===== src/rtl/tt_sweep_ctrl.sv =====
// ============================================================================
// tt_sweep_ctrl -- sweeps a 4-input logic block through all 16 input vectors,
// captures each 3-bit response and scores it against a loadable expected table.
// Revision: 1.0
// ============================================================================
`default_nettype none

module tt_sweep_ctrl #(
  parameter int SETTLE_CYCLES = 2
) (
  input  logic       clk,
  input  logic       rst_n,
  input  logic       start,
  input  logic       abort,
  output logic [3:0] dut_in,
  input  logic [2:0] dut_out,
  input  logic       exp_wr_en,
  input  logic [3:0] exp_wr_addr,
  input  logic [2:0] exp_wr_data,
  input  logic [3:0] rd_addr,
  output logic [2:0] rd_data,
  output logic       busy,
  output logic       done,
  output logic       table_valid,
  output logic [4:0] mismatch_cnt,
  output logic       pass
);

  typedef enum logic [2:0] {
    S_IDLE    = 3'd0,
    S_DRIVE   = 3'd1,
    S_SETTLE  = 3'd2,
    S_CAPTURE = 3'd3,
    S_DONE    = 3'd4
  } state_t;

  localparam logic [3:0] SETTLE_LAST = 4'(SETTLE_CYCLES - 1);

  state_t     state;
  state_t     state_nxt;
  logic [3:0] idx;
  logic [3:0] settle_cnt;
  logic [2:0] exp_tbl [16];
  logic [2:0] cap_tbl [16];

  logic sweep_go;
  logic drive_en;
  logic capture_en;
  logic finish_en;

  always_ff @(posedge clk) begin
    if (!rst_n) state <= S_IDLE;
    else        state <= state_nxt;
  end

  // Abort takes effect from any active sweep state except DONE, where completion wins.
  always_comb begin
    state_nxt  = state;
    sweep_go   = 1'b0;
    drive_en   = 1'b0;
    capture_en = 1'b0;
    finish_en  = 1'b0;
    busy       = 1'b1;
    done       = 1'b0;
    case (state)
      S_IDLE: begin
        busy = 1'b0;
        if (start && !abort) begin
          sweep_go  = 1'b1;
          state_nxt = S_DRIVE;
        end
      end
      S_DRIVE: begin
        if (abort) begin
          state_nxt = S_IDLE;
        end else begin
          drive_en  = 1'b1;
          state_nxt = S_SETTLE;
        end
      end
      S_SETTLE: begin
        if (abort)                          state_nxt = S_IDLE;
        else if (settle_cnt == SETTLE_LAST) state_nxt = S_CAPTURE;
      end
      S_CAPTURE: begin
        if (abort) begin
          state_nxt = S_IDLE;
        end else begin
          capture_en = 1'b1;
          state_nxt  = (idx == 4'd15) ? S_DONE : S_DRIVE;
        end
      end
      S_DONE: begin
        done      = 1'b1;
        finish_en = 1'b1;
        state_nxt = S_IDLE;
      end
      default: state_nxt = S_IDLE;
    endcase
  end

  always_ff @(posedge clk) begin
    if (!rst_n) begin
      idx          <= 4'd0;
      settle_cnt   <= 4'd0;
      dut_in       <= 4'd0;
      mismatch_cnt <= 5'd0;
      table_valid  <= 1'b0;
      pass         <= 1'b0;
    end else begin
      if (sweep_go) begin
        idx          <= 4'd0;
        mismatch_cnt <= 5'd0;
        table_valid  <= 1'b0;
        pass         <= 1'b0;
      end
      if (drive_en) begin
        dut_in     <= idx;
        settle_cnt <= 4'd0;
      end
      if (state == S_SETTLE) settle_cnt <= settle_cnt + 4'd1;
      if (capture_en) begin
        if (dut_out != exp_tbl[idx]) mismatch_cnt <= mismatch_cnt + 5'd1;
        if (idx != 4'd15)            idx          <= idx + 4'd1;
      end
      if (finish_en) begin
        table_valid <= 1'b1;
        pass        <= (mismatch_cnt == 5'd0);
      end
    end
  end

  // Expected table is only writable between sweeps so a sweep scores against a stable reference.
  always_ff @(posedge clk) begin
    if (!rst_n) begin
      for (int i = 0; i < 16; i++) exp_tbl[i] <= 3'b000;
    end else if (exp_wr_en && (state == S_IDLE)) begin
      exp_tbl[exp_wr_addr] <= exp_wr_data;
    end
  end

  always_ff @(posedge clk) begin
    if (rst_n && capture_en) cap_tbl[idx] <= dut_out;
  end

  always_ff @(posedge clk) begin
    if (!rst_n) rd_data <= 3'b000;
    else        rd_data <= cap_tbl[rd_addr];
  end

endmodule

`default_nettype wire


===== config.mk =====
export PLATFORM = sky130hd
export DESIGN_NAME = tt_sweep_ctrl
export DESIGN_NICKNAME = d
export VERILOG_FILES = /design/src/rtl/tt_sweep_ctrl.sv
export SDC_FILE = /design/constraint.sdc
export NUM_CORES = 1
export LEC_CHECK = 0
export ABC_AREA = 0
export ABC_CLOCK_PERIOD_IN_PS = 2800
export CAP_MARGIN = 10
export CELL_PAD_IN_SITES_DETAIL_PLACEMENT = 0
export CELL_PAD_IN_SITES_GLOBAL_PLACEMENT = 1
export CORE_ASPECT_RATIO = 1.75
export CORE_UTILIZATION = 49
export DETAILED_ROUTE_END_ITERATION = 16
export PLACE_DENSITY_LB_ADDON = 0.1
export SLEW_MARGIN = 0
export SYNTH_ARGS = -nofsm -noshare
export SYNTH_HDL_FRONTEND = slang
export SYNTH_SLANG_ARGS = --single-unit

===== constraint.sdc =====
create_clock -name clk -period 2.8 [get_ports clk]
set_input_delay 0.28 -clock clk [delete_from_list [all_inputs] [get_ports clk]]
set_output_delay 0.28 -clock clk [all_outputs]
set_load 0.03 [all_outputs]

; ---- Yosys cells after proc, flatten, opt, wreduce, memory -nomap -nowiden
; Memories as Yosys holds them, arrays and structs flattened. A register that Yosys moved wholly into a read port is not among the register bits.
; Cells that the tools add are included.
; W data, S select, Z words.
[classes]
n_addsub = 3
mux = 35
n_eq_ne = 10
reduce_logical = 11
[op_table]
columns = cell, count
row1 = $mux W4, 7
row2 = $mux W3, 6
row3 = $mux W1, 17
row4 = $mux W5, 3
row5 = $pmux W3 S4, 1
row6 = $add A4 B1 Y4 const B, 2
row7 = $eq A3 B2 Y1 const B, 2
row8 = $add A5 B1 Y5 const B, 1
row9 = $logic_not A5 Y1, 1
row10 = $eq A4 B1 Y1 const B, 1
row11 = $eq A4 B4 Y1 const B, 1
row12 = $ne A4 B4 Y1 const B, 1
row13 = $reduce_bool A2 Y1, 2
row14 = $eq A3 B1 Y1 const B, 1
row15 = $eq A3 B3 Y1 const B, 1
row16 = $logic_and A1 B1 Y1, 3
row17 = $logic_not A3 Y1, 1
row18 = $ne A3 B3 Y1, 1
row19 = $ne A3 B3 Y1 const B, 1
row20 = $reduce_or A3 Y1, 1
row21 = $logic_not A1 Y1, 2
row22 = $mux W2, 1
row23 = $ne A2 B2 Y1 const B, 1
row24 = $reduce_and A2 Y1, 1
[totals]
in_bits = 19
n_memories = 2
word_cells = 68
ram_bits = 96
output_inout_bits = 16
reg_bits = 22
[memory_table]
columns = memory, words, width, rd, rd_ports_with_merged_regs, write_ports, line
row1 = cap_tbl, 16, 3, 1, 1, 1, 44  ; logic [2:0] cap_tbl [16];
row2 = exp_tbl, 16, 3, 1, 1, 16, 43  ; logic [2:0] exp_tbl [16];

; ---- Longest topological paths before layout
[depth]
ltp_word = 8
ltp_mapped = 10
depth_no_buf = 7

; ---- Least setup slack after synthesis
; No wires, ideal clock.
[synth_path]
kind = flip-flop to flip-flop
startpoint = register idx[0] (netlist name)
endpoint = register mismatch_cnt[2]
slack_ps = 606
stages_incl_launch_ff = 9
required_ps = 2668
setup_time_ps = 132
arrival_ps = 2062
synth_period_minus_slack_ps = 2194
path_cell_list = dfxtp_1 -> buf_6 -> mux4_1 -> mux4_2 -> xor2_1 -> nand2_4 -> inv_2 -> o22ai_1 -> a21oi_1
[synth_rtl]
columns = item, line
row1 = end signal: assignment, 123  ; if (dut_out != exp_tbl[idx]) mismatch_cnt <= mismatch_cnt + 5'd1;
row2 = end: declaration, 25  ; output logic [4:0] mismatch_cnt,

==> run summary <==
### Status
* status: finished clean

### Timing
* worst slew pin tran: 701 ps
* fin crit period: 2490 ps
* setup violation total in the final timing report: 0
* timing-limited maximum frequency: 402 MHz
* number of max-slew violations in the final report: 0
* Final TNS setup: 0 ps
* Fin Clk Skew: 6.46 ps
* RSZ-0062 raised after global routing: no
* final period utilization: 88.9%
* Final Worst Setup Slack: 312 ps
* worst rel slew slack: 53.2%
* final count of hold timing violations: 0
* worst hold slack after final layout: 458 ps

### Worst setup path
* worst-case register-to-register setup slack: 310 ps
* required time of the critical path: 3060 ps
* number of cell instances on the worst register-to-register path: 7
* Setup Crit Path Kind: reg -> reg
* largest driver fanout on the critical path: 14
* nature of the critical path endpoint: flip-flop
* arrival time of data at the critical path endpoint: 2750 ps
* reg-to-reg endpoint: mismatch_cnt[3]
* Worst R2R Start: idx[1]
* category of the worst setup path launch point: flip-flop

### Detailed routing
* via total after detailed routing: 3548
* drt first-iter violations: 178
* Antenna Violating Nets Remaining: 0
* post-route DRC violation count: 0
* wire length after detailed routing: 12.2 mm
* routed length per placed instance: 19.5 µm
* vias per cell: 5.65
* first-pass iteration count of the detailed router: 4

### Global route
* maximum number of pins on one net before global-route repair: 22
* number of antenna violations at the first check in global routing: 0
* first-pass GRT wire length: 18.8 mm
* GR Util All Layers: 23.3%
* vias in the first global route: 3647
* residual overflow from global routing: 0

### CTS
* clk_lat worst skew: 420 ps
* Post-CTS Hold Buffers: 0
* clock transition at the registers of the reported paths: 50 ps
* TritonCTS buffer count: 17
* clock buffer depth: 2
* level count of the clock H-tree: 4
* clock tree from TritonCTS: done
* Resized cells post-CTS: 0
* clock sink count: 121
* CTS Root Cell: sky130_fd_sc_hd__clkbuf_16
* setup fix buffers added after clock tree synthesis: 0

### Power and ir drop
* Total Power Consumption: 4.42 mW
* Pwr per Cell Area: 664 nW/µm²
* worst IR drop on VDD: 0.000466 V
* Leak: 2.32 nW

### Synth
* fraction of the mapped netlist area in adder cells: 1.80%
* dominant register cell in the synthesized netlist: sky130_fd_sc_hd__edfxtp_1
* Synth top area share: 51.9%
* synthesized netlist cell count: 438
* top cells by area in the synthesized netlist: sky130_fd_sc_hd__edfxtp_1, sky130_fd_sc_hd__dfxtp_1, sky130_fd_sc_hd__mux4_2, sky130_fd_sc_hd__and2_1, sky130_fd_sc_hd__mux2i_1
* number of warnings reported in the yosys synthesis log: 0
* post-synthesis cell type with the largest combined area: sky130_fd_sc_hd__edfxtp_1
* mux cell area share after synthesis: 11.1%
* synthesized-area fraction occupied by ao, oa, aoi and oai cells: 5.74%
* FF+latch count, synth: 121
* count of cell types in the netlist: 43
* largest family of logic cells by synthesized area: simple AND/OR/NAND/NOR gates
* sequential share of the synthesized area: 60.9%
* simple-gate share of the synthesized area: 17.4%
* most common library cells after synthesis: sky130_fd_sc_hd__edfxtp_1, sky130_fd_sc_hd__and2_1, sky130_fd_sc_hd__nor2_1, sky130_fd_sc_hd__dfxtp_1, sky130_fd_sc_hd__nand2_1
* Post-Synthesis Net Count: 465
* EDFF count, synth: 96
* most numerous cell in the Yosys netlist: sky130_fd_sc_hd__edfxtp_1
* xor/xnor share of the synthesized area: 0.315%
* asr flop ratio synth: 0%
* Mapped Area: 5550 µm²
* mean area per synthesized cell: 12.7 µm²

### Run
* # Max-Cap Violations: 0

### Min path
* number of stages on the worst hold path: 2
* Endpoint, Worst Hold: dut_in[1]
* HP Start: dut_in[1]
* hold crit path type: reg -> reg

### Cells and area
* synth-to-layout area growth: 19.9%
* share of post-route cells with drive strength above 1: 13.1%
* final core utilization: 60.0%
* final layout net count: 510
* Ant. Diodes: 0

### Floorplanning
* Die X: 82.5 µm
* Core ar.: 11100 µm²
* number of ports placed on the die boundary: 35
* Starting Density: 50.0%
* die span in y: 143 µm
* die outline area: 11800 µm²
* cell row count: 51

### Place
* Final Wtd Congestion: 0.834
* count of buffers from port buffering: 34
* detailed placement HPWL: 9.24 mm
* worst slack at placement: 274 ps

==> power breakdown <==
group,switching [mW],internal [mW]
clock,0.805,1.41
sequential,0.0152,1.97
combinational,0.130,0.0925
==> through the flow <==
step / instance area (µm²) / cells
after floorplan: 5550 / 438
after global placement: 6050 / 596
after detailed placement: 6050 / 596
after CTS: 6660 / 628
after global routing: 6660 / 628
final: 6660 / 628
==> layer usage <==
layer | wire [µm] | global-route usage [%]
met2 | 7270 | 45.2
met4 | 641 | 15.5
met3 | 303 | 5.37
met1 | 4010 | 19.4
met5 | 0 | 0
==> cell usage in the layout (no fill, tap or decap), types with 3 or more instances in the layout <==
cell / netlist / layout
sky130_fd_sc_hd__a21oi_1: 17 / 17
sky130_fd_sc_hd__a22oi_1: 6 / 6
sky130_fd_sc_hd__and2_1: 55 / 55
sky130_fd_sc_hd__and3_1: 5 / 5
sky130_fd_sc_hd__buf_4: 1 / 14
sky130_fd_sc_hd__bufinv_16: 0 / 3
sky130_fd_sc_hd__clkbuf_16: 0 / 17
sky130_fd_sc_hd__clkdlybuf4s50_1: 0 / 34
sky130_fd_sc_hd__clkinv_4: 0 / 4
sky130_fd_sc_hd__clkinvlp_4: 0 / 3
sky130_fd_sc_hd__dfxtp_1: 25 / 25
sky130_fd_sc_hd__edfxtp_1: 96 / 96
sky130_fd_sc_hd__ha_1: 8 / 8
sky130_fd_sc_hd__inv_1: 9 / 9
sky130_fd_sc_hd__mux2i_1: 16 / 16
sky130_fd_sc_hd__mux4_2: 18 / 18
sky130_fd_sc_hd__nand2_1: 25 / 25
sky130_fd_sc_hd__nand2b_1: 12 / 12
sky130_fd_sc_hd__nand3_1: 16 / 16
sky130_fd_sc_hd__nand4_1: 5 / 5
sky130_fd_sc_hd__nor2_1: 40 / 40
sky130_fd_sc_hd__nor2b_1: 5 / 5
sky130_fd_sc_hd__nor3_1: 13 / 13
sky130_fd_sc_hd__o21ai_0: 15 / 15
sky130_fd_sc_hd__o21ai_1: 4 / 4
sky130_fd_sc_hd__o22ai_1: 3 / 3
==> worst max-delay path by stage <==
stage | slack (ps) | cells after the start | endpoint | start
after floorplan | 610 | 8 | mismatch_cnt[2] | idx[0]
final | 310 | 7 | mismatch_cnt[3] | idx[1]
after detailed placement | 270 | 4 | cap_tbl[1][2] | rst_n
after global routing | 170 | 8 | mismatch_cnt[0] | idx[1]
after CTS | 310 | 7 | mismatch_cnt[3] | idx[1]
after global placement | 370 | 4 | cap_tbl[1][2] | rst_n
==> kinds of logic after synthesis <==
group	Yosys count
buf+inv	32
compound gates	54
xor+xnor	2
mux	36
simple gates	185
fa+ha+maj	8
flops	121
==> registers in the layout, summed over array words and instances (netlist names) <==
register,cells
rd_data,3
mismatch_cnt,5
idx,4
exp_tbl,48
state,3
cap_tbl,48
dut_in,4
settle_cnt,4
pass,1
table_valid,1
==> critical path, cell delays in order (launching register included) <==
cell	delay, ps
sky130_fd_sc_hd__dfxtp_1	770
sky130_fd_sc_hd__mux4_2	450
sky130_fd_sc_hd__mux4_2	480
sky130_fd_sc_hd__xor2_1	180
sky130_fd_sc_hd__nand2_4	120
sky130_fd_sc_hd__inv_2	70
sky130_fd_sc_hd__o22ai_1	180
sky130_fd_sc_hd__a21oi_1	90
==> area by class of cell <==
type | count | area (µm²)
clock buffers | 19 | 433
multi-input cells | 285 | 2020
clock inverters | 13 | 170
fillers | 922 | 4450
well taps | 132 | 165
repair buffers | 48 | 445
flip-flops and latches | 121 | 3380
inverters | 10 | 37.5
(Power assumes the default switching activity.)
